`src/rtl/reg_file_wb_if.sv`:
```
// Register file bus: write-back port, two read ports and the ready flag.
//   master : drives write-back and read addresses (core / testbench)
//   slave  : the register file
// Ports (all inside the interface):
//   wr_en, wr_addr, wr_data    write-back request
//   rd_addr_a, rd_addr_b       read addresses (rs1, rs2)
//   rd_data_a, rd_data_b       combinational read data
//   ready                      1 once the post-reset clear has finished
interface reg_file_wb_if #(
  parameter int DATA_W = 32,
  parameter int ADDR_W = 5
);
  logic              wr_en;
  logic [ADDR_W-1:0] wr_addr;
  logic [DATA_W-1:0] wr_data;
  logic [ADDR_W-1:0] rd_addr_a;
  logic [ADDR_W-1:0] rd_addr_b;
  logic [DATA_W-1:0] rd_data_a;
  logic [DATA_W-1:0] rd_data_b;
  logic              ready;

  modport master (
    output wr_en, wr_addr, wr_data, rd_addr_a, rd_addr_b,
    input  rd_data_a, rd_data_b, ready
  );

  modport slave (
    input  wr_en, wr_addr, wr_data, rd_addr_a, rd_addr_b,
    output rd_data_a, rd_data_b, ready
  );
endinterface

```
`src/rtl/reg_file_wb.sv`:
```
// Integer register file: two combinational read ports, one synchronous
// write-back port, x0 hardwired to zero, write-to-read bypass, and a
// post-reset sequencer that zeroes x1..x31 one per cycle before raising ready.
// Ports:
//   clk    core clock, all state on posedge
//   rst_n  synchronous reset, active low
//   bus    reg_file_wb_if.slave (write-back, read ports, ready)
//
// state | meaning
// CLEAR | zeroing regs[clr_ptr], one per cycle; reads return 0, writes ignored
// RUN   | operational; only rst_n==0 leaves it
module reg_file_wb #(
  parameter int DATA_W   = 32,
  parameter int ADDR_W   = 5,
  parameter int NUM_REGS = 32
) (
  input  logic          clk,
  input  logic          rst_n,
  reg_file_wb_if.slave  bus
);

  typedef enum logic [0:0] {
    CLEAR = 1'b0,
    RUN   = 1'b1
  } state_t;

  localparam logic [ADDR_W-1:0] LAST_REG = ADDR_W'(NUM_REGS - 1);

  state_t            state_q, state_d;
  logic [ADDR_W-1:0] clr_ptr_q, clr_ptr_d;
  logic [DATA_W-1:0] regs [NUM_REGS];
  logic              ready;
  logic              wr_live;
  logic [DATA_W-1:0] rd_a, rd_b;

  // FSM state register
  always_ff @(posedge clk) begin
    if (!rst_n) begin
      state_q   <= CLEAR;
      clr_ptr_q <= ADDR_W'(1);
    end else begin
      state_q   <= state_d;
      clr_ptr_q <= clr_ptr_d;
    end
  end

  // FSM next state
  always_comb begin
    state_d   = state_q;
    clr_ptr_d = clr_ptr_q;
    case (state_q)
      CLEAR: begin
        clr_ptr_d = clr_ptr_q + ADDR_W'(1);
        if (clr_ptr_q == LAST_REG) begin
          state_d = RUN;
        end
      end
      RUN: begin
        state_d = RUN;
      end
      default: begin
        state_d = CLEAR;
      end
    endcase
  end

  assign ready = (state_q == RUN);

  // A write is live only in RUN with reset released; the same qualifier
  // gates the bypass so a write that will be dropped is never forwarded.
  assign wr_live = rst_n && ready && bus.wr_en;

  // Register array has no reset; the clear sequencer owns zeroing it.
  always_ff @(posedge clk) begin
    if (rst_n) begin
      if (state_q == CLEAR) begin
        regs[clr_ptr_q] <= '0;
      end else if (bus.wr_en && (bus.wr_addr != '0)) begin
        regs[bus.wr_addr] <= bus.wr_data;
      end
    end
  end

  // Read ports: not-ready -> 0, x0 -> 0, bypass, then array.
  always_comb begin
    rd_a = '0;
    if (ready && (bus.rd_addr_a != '0)) begin
      if (wr_live && (bus.wr_addr == bus.rd_addr_a)) begin
        rd_a = bus.wr_data;
      end else begin
        rd_a = regs[bus.rd_addr_a];
      end
    end
  end

  always_comb begin
    rd_b = '0;
    if (ready && (bus.rd_addr_b != '0)) begin
      if (wr_live && (bus.wr_addr == bus.rd_addr_b)) begin
        rd_b = bus.wr_data;
      end else begin
        rd_b = regs[bus.rd_addr_b];
      end
    end
  end

  assign bus.rd_data_a = rd_a;
  assign bus.rd_data_b = rd_b;
  assign bus.ready     = ready;

endmodule
```
`src/flat_wrapper.sv`:
```
// flat-port wrapper written by rule: the top's interface ports become plain ports
module reg_file_wb_flat 
#(
  parameter int DATA_W   = 32,
  parameter int ADDR_W   = 5,
  parameter int NUM_REGS = 32
)
  (clk, rst_n, bus_wr_en, bus_wr_addr, bus_wr_data, bus_rd_addr_a, bus_rd_addr_b, bus_rd_data_a, bus_rd_data_b, bus_ready);
  reg_file_wb_if #(.DATA_W(DATA_W), .ADDR_W(ADDR_W)) bus_i ();
  input  logic clk;
  input  logic rst_n;
  input wire logic [$bits(bus_i.wr_en)-1:0] bus_wr_en;
  input wire logic [$bits(bus_i.wr_addr)-1:0] bus_wr_addr;
  input wire logic [$bits(bus_i.wr_data)-1:0] bus_wr_data;
  input wire logic [$bits(bus_i.rd_addr_a)-1:0] bus_rd_addr_a;
  input wire logic [$bits(bus_i.rd_addr_b)-1:0] bus_rd_addr_b;
  output wire logic [$bits(bus_i.rd_data_a)-1:0] bus_rd_data_a;
  output wire logic [$bits(bus_i.rd_data_b)-1:0] bus_rd_data_b;
  output wire logic [$bits(bus_i.ready)-1:0] bus_ready;
  assign bus_i.wr_en = bus_wr_en;
  assign bus_i.wr_addr = bus_wr_addr;
  assign bus_i.wr_data = bus_wr_data;
  assign bus_i.rd_addr_a = bus_rd_addr_a;
  assign bus_i.rd_addr_b = bus_rd_addr_b;
  assign bus_rd_data_a = bus_i.rd_data_a;
  assign bus_rd_data_b = bus_i.rd_data_b;
  assign bus_ready = bus_i.ready;
  reg_file_wb #(.DATA_W(DATA_W), .ADDR_W(ADDR_W), .NUM_REGS(NUM_REGS)) u_core (.clk(clk), .rst_n(rst_n), .bus(bus_i));
endmodule
```
`config.mk`:
```
export PLATFORM = sky130hd
export DESIGN_NAME = reg_file_wb_flat
export DESIGN_NICKNAME = d
export VERILOG_FILES = /design/src/rtl/reg_file_wb_if.sv /design/src/rtl/reg_file_wb.sv /design/src/flat_wrapper.sv
export SDC_FILE = /design/constraint.sdc
export NUM_CORES = 1
export LEC_CHECK = 0
export CAP_MARGIN = 20
export CELL_PAD_IN_SITES_DETAIL_PLACEMENT = 1
export CELL_PAD_IN_SITES_GLOBAL_PLACEMENT = 1
export CORE_ASPECT_RATIO = 0.6
export CORE_MARGIN = 3
export CORE_UTILIZATION = 54
export DETAILED_ROUTE_END_ITERATION = 7
export HOLD_SLACK_MARGIN = 0.06
export PLACE_DENSITY = 0.77
export SYNTH_ARGS = -nofsm -noshare
export SYNTH_HDL_FRONTEND = slang
export SYNTH_SLANG_ARGS = --single-unit
export TNS_END_PERCENT = 30
```
`constraint.sdc`:
```
create_clock -name clk -period 4.51 [get_ports clk]
set_input_delay 1.1275 -clock clk [delete_from_list [all_inputs] [get_ports clk]]
set_output_delay 1.1275 -clock clk [all_outputs]
set_load 0.02 [all_outputs]
```
==> metrics.txt <==
post-synthesis cell area=48500 sq um; Tcrit/Tclk final=102%; Final TNS setup=-0.140 ns; Hold Path Stages=2; r2r worst-path depth=5; peak supply drop=327 uV; IO Port Bufs=114; Placement Rows=84; Max Clock Freq=218 MHz; vias in the first global route=34400; pre-CTS WS=-0.822 ns; sequential area share after synthesis=63.6%; GRT Total Usage=40.4%; Clk pin slew, worst setup/hold paths=0.06 ns; H-tree levels=3; #FFs+latches synth=1030; EDFF count, synth=1024; Setup WS post-layout=-0.0833 ns; Design Power=20.6 mW; Layout Nets=3199; Root Buffer=clkbuf_16; area share of the largest cell type after synthesis=63.4%; average cell area after synthesis=18.1 sq um; most common cell in the netlist=edfxtp_1; Max clock buf depth=3; YS warnings=0; remaining routing DRC violations=0; failing checks=setup timing; synthesized net count=2727; dominant cell type by area after synthesis=edfxtp_1; vias per cell=7.80; ratio of cells with drive above 1 in the final layout=37.5%; Crit. End Element=output pin; Initial DRC Count=6125; gr ovfl total=0; CP startpoint kind=input pin; final hold vios=0; Die Wd=393 microns; HP Class=flip-flop to flip-flop; Most used DFF post-synth=edfxtp_1; via count=34300; fin crit period=4.59 ns; leakage=19.4 nW; first drt pass iteration count=5; area delta synth->final=22.0%; Gate Count Post-Synth=2675; critical path class=input pin to output pin; DP HPWL=118000 microns; antenna violations before repair=6; Setup-failing EPs final=5; largest net degree at the start of global routing=33; Clk Latency, worst-skew pair=0.72 ns; Die Height=238 microns; antenna viol nets, final=0; CTS Sinks=1030; critical path peak fanout=10; synth cell count leaders=1024 x edfxtp_1, 387 x mux4_2, 253 x mux2i_1, 95 x buf_2, 89 x clkbuf_1; die area=93600 sq um; GPL Wtd Cong=0.906; Power Density=349 nW/um^2; max cap viols=0; largest cells by area after synthesis=edfxtp_1 63%, mux4_2 18%, mux2i_1 5.2%, a22oi_1 1.1%, a221oi_1 1.1%; Worst Skew=0.0282 ns; Slew headroom=23.7%; global-route wire length before repair=264000 microns; CTS Buf Count=95; Tightest Pin Transition=1.14 ns; Worst EP arrival=3.47 ns; Slew Limit Fails=0; RSZ-0062 raised after global routing=true; TritonCTS clock tree=yes; # IOs=115; DR WL/cell=43.4 microns; Core ar.=88300 sq um; synth unique cells=50; required time of the critical path=3.38 ns; Post-synth ARST share=0%; status=finished, violations left; Initial Util=55.0%; final wirelength=190000 microns
## critical path, cell delays in order
cell and delay, ns:
buf_4 0.24, buf_12 0.17, inv_2 0.20, buf_4 0.30, a221oi_1 0.51, a22oi_1 0.20
a21oi_1 0.22, a221o_1 0.25, buf_2 0.22
## what timing repair did
item / CTS / global route
endpoints found under the hold margin: 0 / 0
pin swaps: 12 / 9
resized for setup: 322 / 56
setup endpoints to repair: 64 / 50
cloned: 2 / 1
setup buffers: 10 / 12
hold buffers: 0 / 0
## kinds of logic (layout without fill, tap and decap cells)
kind of cell             count (synthesis)  count (layout)  synth area share (%)
AO/OA/AOI/OAI                          484             484                  7.76
flip-flops                            1030            1030                  63.6
multiplexers                           640             640                  23.2
other                                    0               2                     0
XOR/XNOR                                13              13                 0.235
buffers and inverters                  234             786                  2.43
AND/OR/NAND/NOR                        272             272                  2.74
adder cells (fa/ha/maj)                  2               2                0.0516
## layout make-up
class                   instances  area, sq um
diodes                          2         5.00
multi-input cells            1411        17400
well taps                    1161         1450
inverters                       4         15.0
clock buffers                 111         2520
fillers                      7327        29100
flip-flops and latches       1030        30900
clock inverters                66          537
repair buffers                605         6360
## power breakdown
group          total (mW)  leakage (nW)  internal, mW  switching (mW)
Sequential           10.5          8.93          10.4          0.0439
Combinational        1.88          8.96         0.792            1.09
Clock                8.26          1.50          4.51            3.75
## stage by stage
step                instances  utilization, %  area, sq um  hold slack [ns]
global placement         4183            62.6        55200            0.551
CTS                      4372            66.6        58800            0.594
detailed placement       4183            62.6        55200            0.577
finish                   4390            67.0        59200            0.591
floorplan                2675               -        48500            0.528
global route             4388            67.0        59200            0.622
## final timing paths
| check | from | to | slack [ns] |
|---|---|---|---|
| setup / recovery | bus_rd_addr_a[4] | bus_rd_data_a[6] | -0.08 |
| hold / removal | u_core.clr_ptr_q[1] | u_core.clr_ptr_q[1] | 0.59 |
| setup reg to reg | u_core.bus.ready | u_core.regs[20][6] | 1.34 |
| hold reg to reg | u_core.clr_ptr_q[1] | u_core.clr_ptr_q[1] | 0.59 |
## layer usage
metal  track usage [%]  wire length (microns)  vias up
met3              13.7                  30900      642
met5                 0                      9        -
met4              16.1                   8900        2
met2              58.2                  83100     3470
li1                  -                      -    12500
met1              57.2                  67400    17700
## sequential cells by signal, indices dropped and copies added, names as in the netlist
name,cells
u_core.regs,1024
u_core.clr_ptr_q,5
u_core.bus.ready,1
## layout by cell type, fill, tap and decap left out, types with 6 or more instances in the layout
| cell | instances |
|---|---|
| a21oi_1 | 72 |
| a22oi_1 | 69 |
| clkdlybuf4s50_1 | 35 |
| clkinv_1 | 33 |
| edfxtp_1 | 1024 |
| nor2_4 | 35 |
| buf_12 | 116 |
| nand3_1 | 38 |
| clkdlybuf4s15_2 | 16 |
| nor2b_1 | 33 |
| o221ai_1 | 29 |
| a32o_1 | 6 |
| nand2_1 | 61 |
| clkinv_2 | 17 |
| a221o_1 | 31 |
| clkbuf_16 | 101 |
| mux2i_1 | 251 |
| a221oi_1 | 54 |
| a2111oi_4 | 13 |
| a22o_1 | 47 |
| dfxtp_1 | 6 |
| a2111oi_2 | 10 |
| o21bai_1 | 31 |
| a221oi_2 | 9 |
| bufinv_16 | 9 |
| nor2_1 | 35 |
| o22ai_1 | 26 |
| buf_4 | 351 |
| dlygate4sd2_1 | 6 |
| o311ai_0 | 30 |
| buf_16 | 7 |
| buf_2 | 34 |
| clkbuf_2 | 7 |
| and2_1 | 35 |
| xnor2_1 | 8 |
| a21oi_2 | 14 |
| mux4_2 | 387 |
| a211oi_2 | 7 |
| buf_6 | 22 |
| clkbuf_1 | 12 |
Note: power is estimated with default switching activity, not from simulation.
